**config.mk**
```make
export PLATFORM = sky130hd
export DESIGN_NAME = blk_ram_arbiter
export DESIGN_NICKNAME = d
export VERILOG_FILES = /design/src/rtl/blk_ram_pkg.sv /design/src/rtl/rr_arb2.sv /design/src/rtl/blk_ram_arbiter.sv
export SDC_FILE = /design/constraint.sdc
export NUM_CORES = 1
export LEC_CHECK = 0
export CORE_ASPECT_RATIO = 0.9
export CORE_MARGIN = 8
export CORE_UTILIZATION = 40
export DETAILED_ROUTE_END_ITERATION = 6
export PLACE_DENSITY = 0.8
export RECOVER_POWER = 50
export SLEW_MARGIN = 20
export SYNTH_ARGS = -nofsm -noshare
export SYNTH_HDL_FRONTEND = slang
export SYNTH_SLANG_ARGS = --single-unit
```
**constraint.sdc**
```tcl
create_clock -name clk -period 4.1 [get_ports clk]
set_input_delay 0.82 -clock clk [delete_from_list [all_inputs] [get_ports clk]]
set_output_delay 0.82 -clock clk [all_outputs]
set_load 0.02 [all_outputs]
```
**src/rtl/blk_ram_pkg.sv**
```systemverilog
`default_nettype none
// ============================================================================
//  Module      : blk_ram_pkg
//  Description : Shared widths, requester id and read-tag types for the
//                block RAM arbiter.
//  Revision    : 1.0 - initial release
// ============================================================================
package blk_ram_pkg;

   localparam int unsigned c_addr_w = 8;
   localparam int unsigned c_data_w = 16;

   typedef enum logic {
      REQ0 = 1'b0,
      REQ1 = 1'b1
   } req_id_t;

   typedef struct packed {
      logic    valid;
      req_id_t id;
   } rd_tag_t;

endpackage
`default_nettype wire

```
**src/rtl/rr_arb2.sv**
```systemverilog
`default_nettype none
// ============================================================================
//  Module      : rr_arb2
//  Description : Two-input round-robin grant logic with its priority pointer.
//  Revision    : 1.0 - initial release
// ============================================================================
module rr_arb2
   import blk_ram_pkg::*;
(
   input  logic       clk,
   input  logic       rst_n,
   input  logic       en,
   input  logic [1:0] req,
   output logic [1:0] gnt
);

   req_id_t    r_prio;
   logic [1:0] w_gnt;

   // Requester 0 wins when alone or when it holds priority.
   always_comb begin
      w_gnt = 2'b00;
      if (en && rst_n) begin
         if (req[0] && (!req[1] || r_prio == REQ0)) begin
            w_gnt = 2'b01;
         end else if (req[1]) begin
            w_gnt = 2'b10;
         end
      end
   end

   always_ff @(posedge clk or negedge rst_n) begin
      if (!rst_n) begin
         r_prio <= REQ0;
      end else if (w_gnt[0]) begin
         r_prio <= REQ1;
      end else if (w_gnt[1]) begin
         r_prio <= REQ0;
      end
   end

   assign gnt = w_gnt;

endmodule
`default_nettype wire

```
**src/rtl/blk_ram_arbiter.sv**
```systemverilog
`default_nettype none
// ============================================================================
//  Module      : blk_ram_arbiter
//  Description : Round-robin arbiter sharing one single-port block RAM between
//                two requesters, with tagged read-data return.
//  Revision    : 1.0 - initial release
// ============================================================================
module blk_ram_arbiter
   import blk_ram_pkg::*;
#(
   parameter int ADDR_W = c_addr_w,
   parameter int DATA_W = c_data_w,
   parameter int RD_LAT = 1
) (
   input  logic              clk,
   input  logic              rst_n,
   input  logic              en,
   input  logic              req_0,
   input  logic              we_0,
   input  logic [ADDR_W-1:0] addr_0,
   input  logic [DATA_W-1:0] wdata_0,
   output logic              ack_0,
   output logic              rvalid_0,
   output logic [DATA_W-1:0] rdata_0,
   input  logic              req_1,
   input  logic              we_1,
   input  logic [ADDR_W-1:0] addr_1,
   input  logic [DATA_W-1:0] wdata_1,
   output logic              ack_1,
   output logic              rvalid_1,
   output logic [DATA_W-1:0] rdata_1,
   output logic              read,
   output logic              write,
   output logic [ADDR_W-1:0] addr,
   output logic [DATA_W-1:0] datai,
   input  logic [DATA_W-1:0] datao
);

   logic [1:0]          w_gnt;
   logic                w_gnt_any;
   req_id_t             w_gnt_id;
   logic                w_we;
   logic [ADDR_W-1:0]   w_addr;
   logic [DATA_W-1:0]   w_wdata;
   rd_tag_t             w_new_tag;
   rd_tag_t             w_ret_tag;

   logic                r_read;
   logic                r_write;
   logic [ADDR_W-1:0]   r_addr;
   logic [DATA_W-1:0]   r_datai;
   rd_tag_t [RD_LAT:0]  r_tag;
   logic                r_rvalid_0;
   logic                r_rvalid_1;
   logic [DATA_W-1:0]   r_rdata_0;
   logic [DATA_W-1:0]   r_rdata_1;

   rr_arb2 u_arb (
      .clk   (clk),
      .rst_n (rst_n),
      .en    (en),
      .req   ({req_1, req_0}),
      .gnt   (w_gnt)
   );

   assign w_gnt_any = |w_gnt;
   assign w_gnt_id  = w_gnt[1] ? REQ1 : REQ0;

   always_comb begin
      w_we      = (w_gnt_id == REQ1) ? we_1    : we_0;
      w_addr    = (w_gnt_id == REQ1) ? addr_1  : addr_0;
      w_wdata   = (w_gnt_id == REQ1) ? wdata_1 : wdata_0;
      w_new_tag = '{valid: w_gnt_any & ~w_we, id: w_gnt_id};
   end

   // The tag reaches the last stage in the cycle DATAO carries its data.
   assign w_ret_tag = r_tag[RD_LAT];

   always_ff @(posedge clk or negedge rst_n) begin
      if (!rst_n) begin
         r_read     <= 1'b0;
         r_write    <= 1'b0;
         r_addr     <= '0;
         r_datai    <= '0;
         r_tag      <= '0;
         r_rvalid_0 <= 1'b0;
         r_rvalid_1 <= 1'b0;
         r_rdata_0  <= '0;
         r_rdata_1  <= '0;
      end else begin
         r_read  <= w_gnt_any & ~w_we;
         r_write <= w_gnt_any & w_we;
         if (w_gnt_any) begin
            r_addr <= w_addr;
         end
         if (w_gnt_any && w_we) begin
            r_datai <= w_wdata;
         end
         r_tag      <= {r_tag[RD_LAT-1:0], w_new_tag};
         r_rvalid_0 <= w_ret_tag.valid && (w_ret_tag.id == REQ0);
         r_rvalid_1 <= w_ret_tag.valid && (w_ret_tag.id == REQ1);
         if (w_ret_tag.valid && w_ret_tag.id == REQ0) begin
            r_rdata_0 <= datao;
         end
         if (w_ret_tag.valid && w_ret_tag.id == REQ1) begin
            r_rdata_1 <= datao;
         end
      end
   end

   assign ack_0    = w_gnt[0];
   assign ack_1    = w_gnt[1];
   assign read     = r_read;
   assign write    = r_write;
   assign addr     = r_addr;
   assign datai    = r_datai;
   assign rvalid_0 = r_rvalid_0;
   assign rvalid_1 = r_rvalid_1;
   assign rdata_0  = r_rdata_0;
   assign rdata_1  = r_rdata_1;

endmodule
`default_nettype wire
```
==> results of run 1 <==
## placed cells by master, fill, tap and decap left out, types with 2 or more instances in the layout
master and count:
clkdlybuf4s50_1 131, dfrtp_1 64, mux2_2 32, or3_1 32, o311a_1 16, clkbuf_8 9, and2_1 8, a221o_2 8
nand2_1 3, clkinv_2 3, inv_1 2, nor2b_1 2, nor2_2 2, clkinvlp_4 2, clkbuf_1 2, buf_4 2
## report_power, final
part / switching, uW / leakage, uW / internal [uW]
sequential: 73.2 / 0.000761 / 767
clock: 241 / 0.0000920 / 278
combinational: 325 / 0.000854 / 400
## Yosys cell counts, types with 2 or more instances
cell / instances
dfrtp_1: 64
mux2_2: 32
nand2_1: 3
buf_4: 2
inv_1: 2
a221o_2: 8
nor2_2: 2
clkbuf_1: 2
nor2b_1: 2
and2_1: 8
or3_1: 32
buf_2: 3
buf_6: 2
o311a_1: 16
## sequential cells by signal (all words and copies together), names as in the netlist
| register | count |
|---|---|
| rvalid_0 | 1 |
| datai | 16 |
| rdata_1 | 16 |
| u_arb.r_prio | 1 |
| rdata_0 | 16 |
| rvalid_1 | 1 |
| addr | 8 |
| write | 1 |
| r_tag | 4 |
## worst reg2reg max path, stage by stage, from the launching register on
cell and delay, ps:
dfrtp_1 380, nor2b_1 100, clkbuf_1 700, mux2_2 420
## logic make-up after synthesis
family / share of synthesized area [%]
AO/OA/AOI/OAI: 11.2
flip-flops: 59.5
multiplexers: 13.4
buffers and inverters: 2.70
AND/OR/NAND/NOR: 13.2
## layer usage
layer,GRT usage (%),vias up
met5,0,-
met4,5.25,0
met3,4.22,5
met2,23.9,85
met1,21.2,1029
li1,-,992
## per-stage QoR
stage / instance area, um2 / hold slack (ps)
floorplan: 2690 / 331
global placement: 4090 / 334
detailed placement: 4090 / 336
CTS: 4270 / 344
global route: 4270 / 355
finish: 4270 / 347
## worst paths after layout
path	startpoint	endpoint	cells after the start
worst max register to register	r_tag[2]	rdata_0[8]	3
min in group asynchronous	rst_n	datai[13]	1
worst min register to register	r_tag[0]	r_tag[2]	0
max in group asynchronous	rst_n	addr[4]	2
worst max-delay path	en	ack_0	4
worst min-delay path	r_tag[0]	r_tag[2]	0
## cell type report
type	count	area, um2	area share (%)
flip-flops and latches	64	1600	37.5
repair buffers	136	1340	31.4
multi-input cells	114	1020	23.8
clock buffers	10	128	2.99
well taps	90	113	2.64
clock inverters	6	60.1	1.41
inverters	2	7.51	0.176
==> reports/metrics.csv, run 1 <==
stage,metric,value,unit
synth,Synth Register Bits,64,
min_path,Worst Hold Class,register to register,
sta,Final setup viols,0,
worst_setup_path,Crit. End Element,output port,
detailed_routing,DR DRC count,0,
cts,H-tree Lvls,3,
cts,CTS tree,yes,
synth,Post-Syn Instances,190,
sta,final hold vios,0,
synth,Post-synth EDFFs,0,
synth,"top cells by area, synth","dfrtp_1, mux2_2, or3_1",
sta,min cycle time layout,3630,ps
status,outcome,completed,
floorplanning,total core area,0.00655,mm2
synth,Yosys top cell by area,dfrtp_1,
sta,RSZ-0062 raised after global routing,false,
global_routing,vias in the first global route,2293,
detailed_routing,WL final,7580,um
final_layout,post-layout util,65.1,%
floorplanning,Die Ht,93.8,um
worst_setup_path,peak fanout along the critical path,18,
synth,ys async rst share,100,%
detailed_routing,routed len/inst,18.0,um
placement,Placement Setup Slack,448,ps
sta,Slew Limit Fails,0,
final_layout,Antenna Diode Count,0,
synth,Netlist Area Pre-Place,0.00269,mm2
worst_setup_path,crit path kind,input port to output port,
cts,Clock Tree Buf Depth,2,
synth,sequential-to-total area share from yosys stat,59.5,%
floorplanning,die area,0.00961,mm2
detailed_routing,post-DR vias/cell,5.00,
detailed_routing,wl on met1,3480,um
worst_setup_path,CP Data Required Time,3280,ps
floorplanning,Initial Util,41.1,%
cts,CTS root buffer,clkbuf_8,
placement,RD Place Congestion,0.710,
synth,post-synth cell types,26,
detailed_routing,1st-iter DRT viols,77,
worst_setup_path,Critical Path AT,2810,ps
floorplanning,Die Wd,102,um
worst_setup_path,crit-path cells,clkdlybuf4s50_1 -> nand3_4 -> a21oi_2 -> clkdlybuf4s50_1,
worst_setup_path,FF-to-FF setup slack,2380,ps
sta,Fmax,275,MHz
cts,post-CTS sizing,0,
global_routing,Tot GR Track Use,15.8,%
detailed_routing,routed length on met2,3450,um
cts,CTS sink count,64,
cts,CTS Buf Count,9,
detailed_routing,highest metal used,met4,
synth,Yosys top cell area share,59.5,%
pwr,LEAKAGE,0.00171,uW
worst_setup_path,Crit path largest cell delay,700,ps
final_layout,share of cells above drive strength 1,20.8,%
detailed_routing,total number of vias,2111,
cts,post-CTS setup buffer count,0,
final_layout,fillers,526,
job,MaxCap Viol Count,0,
synth,synth warn,0,
synth,"Top FF cell, synth",dfrtp_1,
sta,setup TNS,0,ps
final_layout,non-filler instance count after layout,422,
detailed_routing,Post-DRT Antenna Nets,0,
cts,# hold bufs at CTS,0,
global_routing,initial antenna violation count,0,
pwr,maximum VDD drop,0.000193,V
global_routing,largest net degree at the start of global routing,52,
pwr,PD cells,488,mW/mm2
placement,post-DP HPWL,5690,um
sta,Slew @ Worst Pin,1210,ps
floorplanning,Std-Cell Rows,28,
final_layout,Area Growth Syn to Fin,58.5,%
synth,syn_nets,261,
floorplanning,number of I/O pins,133,
worst_setup_path,Critical Path Source Type,input port,
sta,period utilization,88.6,%
sta,skew final,6.16,ps
cts,clock latency on the worst-skew pair,330,ps
global_routing,total grt overflow,0,
worst_setup_path,"Slowest-stage cell, CP",clkdlybuf4s50_1,
detailed_routing,drt first pass iters,4,
pwr,Power Total,2080,uW
sta,setup ws final,467,ps
worst_setup_path,Buf/Inv on CP,2,
global_routing,first-pass GRT wire length,11800,um
sta,Relative slew margins,19.3,%
placement,Port-buffer cells,132,
final_layout,nets,398,
placement,placed insts,406,
cts,"Reg clk slew, reported paths",70,ps
detailed_routing,met3 wire len,607,um
synth,Syn Area/Cell,14.2,um2
worst_setup_path,most frequent CP cell,clkdlybuf4s50_1,
worst_setup_path,Worst path top cell family by delay,buffers and inverters,
Power figures use the tool's default switching activity.
==> run 2, diff against run 1 <==
- CORE_UTILIZATION: 40 -> 36
- PLACE_DENSITY: 0.8 -> 0.76
- clock period: 4.1 -> 3 ns (I/O delays scaled with it)
==> run 2 against run 1 <==
- the flow now finishes with violations (capacitance limit, slew limit)
- sequential share of layout area shrank 0.80 points
- flip-flop and latch count is the same
- count of clock-buffer cells in the layout is the same
- register-to-register slack lost 1400 ps
- sequential power grew 37%
- worst hold slack lost 250 ps
- global-route usage shrank 0.40 points
- via count grew 3.0%
- clock power grew 77%
- total power grew 47%
==> reports/metrics.csv, run 2 (same netlist as run 1, synthesis figures left out) <==
stage,metric,value,unit
floorplanning,die area,0.0105,mm2
worst_setup_path,crit-path cells,clkdlybuf4s50_1 -> nand2_1 -> nor3_2 -> clkdlybuf4s50_1,
detailed_routing,1st-iter DRT viols,45,
floorplanning,total core area,0.00739,mm2
final_layout,multi-input logic area,0.00102,mm2
cts,CTS tree,yes,
worst_setup_path,Crit path largest cell delay,660,ps
cts,CTS sink count,64,
job,MaxCap Viol Count,1,
cts,Clock Tree Buf Depth,2,
pwr,LEAKAGE,0.00175,uW
detailed_routing,Post-DRT Antenna Nets,0,
final_layout,most frequent cells in the layout,"clkdlybuf4s50_1, dfrtp_1, mux2_2, or3_1, o311a_1",
sta,min cycle time layout,2880,ps
pwr,PD cells,704,mW/mm2
final_layout,nets,400,
placement,Port-buffer cells,132,
sta,period utilization,96.2,%
worst_setup_path,Buf/Inv on CP,2,
pwr,maximum VDD drop,0.000375,V
sta,final hold vios,0,
sta,Slew @ Worst Pin,1540,ps
cts,clock latency on the worst-skew pair,330,ps
worst_setup_path,crit path kind,input port to output port,
worst_setup_path,peak fanout along the critical path,5,
placement,RD Place Congestion,0.749,
sta,Relative slew margins,-2.90,%
global_routing,first-pass GRT wire length,12900,um
cts,# hold bufs at CTS,0,
sta,setup TNS,0,ps
cts,CTS Buf Count,9,
final_layout,Area Growth Syn to Fin,62.0,%
global_routing,Tot GR Track Use,15.4,%
worst_setup_path,most frequent CP cell,clkdlybuf4s50_1,
global_routing,initial antenna violation count,0,
global_routing,largest net degree at the start of global routing,63,
min_path,Worst Hold Class,input port to async pin,
floorplanning,Std-Cell Rows,30,
cts,CTS root buffer,clkbuf_8,
sta,Slew Limit Fails,63,
floorplanning,Die Ht,98.0,um
final_layout,share of cells above drive strength 1,21.9,%
detailed_routing,routed len/inst,18.2,um
detailed_routing,DR DRC count,0,
detailed_routing,drt first pass iters,4,
cts,post-CTS setup buffer count,0,
global_routing,total grt overflow,0,
worst_setup_path,Crit. End Element,output port,
status,failing checks,"capacitance limit, slew limit",
cts,H-tree Lvls,3,
floorplanning,number of I/O pins,133,
final_layout,fillers,639,
sta,hold_ws,101,ps
cts,post-CTS sizing,0,
final_layout,FF/Latch Area,0.00160,mm2
cts,"Reg clk slew, reported paths",70,ps
worst_setup_path,CP Data Required Time,2400,ps
sta,Final setup viols,0,
floorplanning,Die Wd,107,um
sta,skew final,5.94,ps
worst_setup_path,Critical Path AT,2280,ps
floorplanning,Initial Util,36.4,%
detailed_routing,total number of vias,2174,
detailed_routing,post-DR vias/cell,5.06,
detailed_routing,WL final,7850,um
final_layout,"leading cell type in the layout, fill and taps excluded",clkdlybuf4s50_1,
sta,Fmax,347,MHz
worst_setup_path,Critical Path Source Type,input port,
worst_setup_path,"Slowest-stage cell, CP",clkdlybuf4s50_1,
sta,RSZ-0062 raised after global routing,false,
final_layout,post-layout util,59.0,%
global_routing,vias in the first global route,2429,
worst_setup_path,Worst path top cell family by delay,buffers and inverters,
status,outcome,finished with violations,
final_layout,Antenna Diode Count,0,
placement,post-DP HPWL,5860,um
-- run 2: cell types whose count changed in the layout (fill, tap and decap cells not counted), sizes merged --
cell      before  now
buf            3    6
bufinv         1    3
clkbuf        12   11
clkinvlp       2    0
-- run 2: layout make-up --
cell class / count / area share, %
Tap cell: 96 / 2.76
Sequential cell: 64 / 36.7
Timing Repair Buffer: 138 / 31.2
Multi-Input combinational cell: 114 / 23.3
Clock inverter: 6 / 2.67
Clock buffer: 10 / 3.16
Inverter: 2 / 0.172
-- run 2: layer usage --
layer	track usage (%)	share of wire, %
met2	25.0	49
met4	4.86	1.6
met3	7.83	10
met1	16.9	39
met5	0	0
-- run 2: path summary, 6_finish.rpt --
check                               from    endpoint  slack (ps)  depth (start not counted)
worst max register to register  r_tag[2]  rdata_0[9]         940                          2
worst max-delay path                  en       ack_1         120                          4
max in group asynchronous          rst_n    datai[7]        1170                          2
min in group clk                r_tag[0]    r_tag[2]         360                          0
worst min-delay path               rst_n     addr[5]         100                          1
worst min register to register  r_tag[0]    r_tag[2]         360                          0
-- run 2: worst reg2reg max path, delay by kind of cell (launching register included) --
kind             cells  cell delay [ps]
and+or+nand+nor      1             1120
muxes                1              450
DFF                  1              380
-- run 2: report_power, final --
group / internal [uW] / switching (uW)
clock network: 579 / 341
logic: 548 / 449
registers: 1050 / 105
total: 2170 / 895
-- run 2: through the flow --
step | cells | cell area [um2] | total power, uW | setup WS (ps)
floorplan | 190 | 2690 | 1610 | 1030
global placement | 414 | 4110 | 2150 | 151
detailed placement | 414 | 4110 | 2180 | 90.7
CTS | 430 | 4360 | 3110 | 90.7
global route | 430 | 4360 | 3220 | 25.5
finish | 430 | 4360 | 3070 | 115
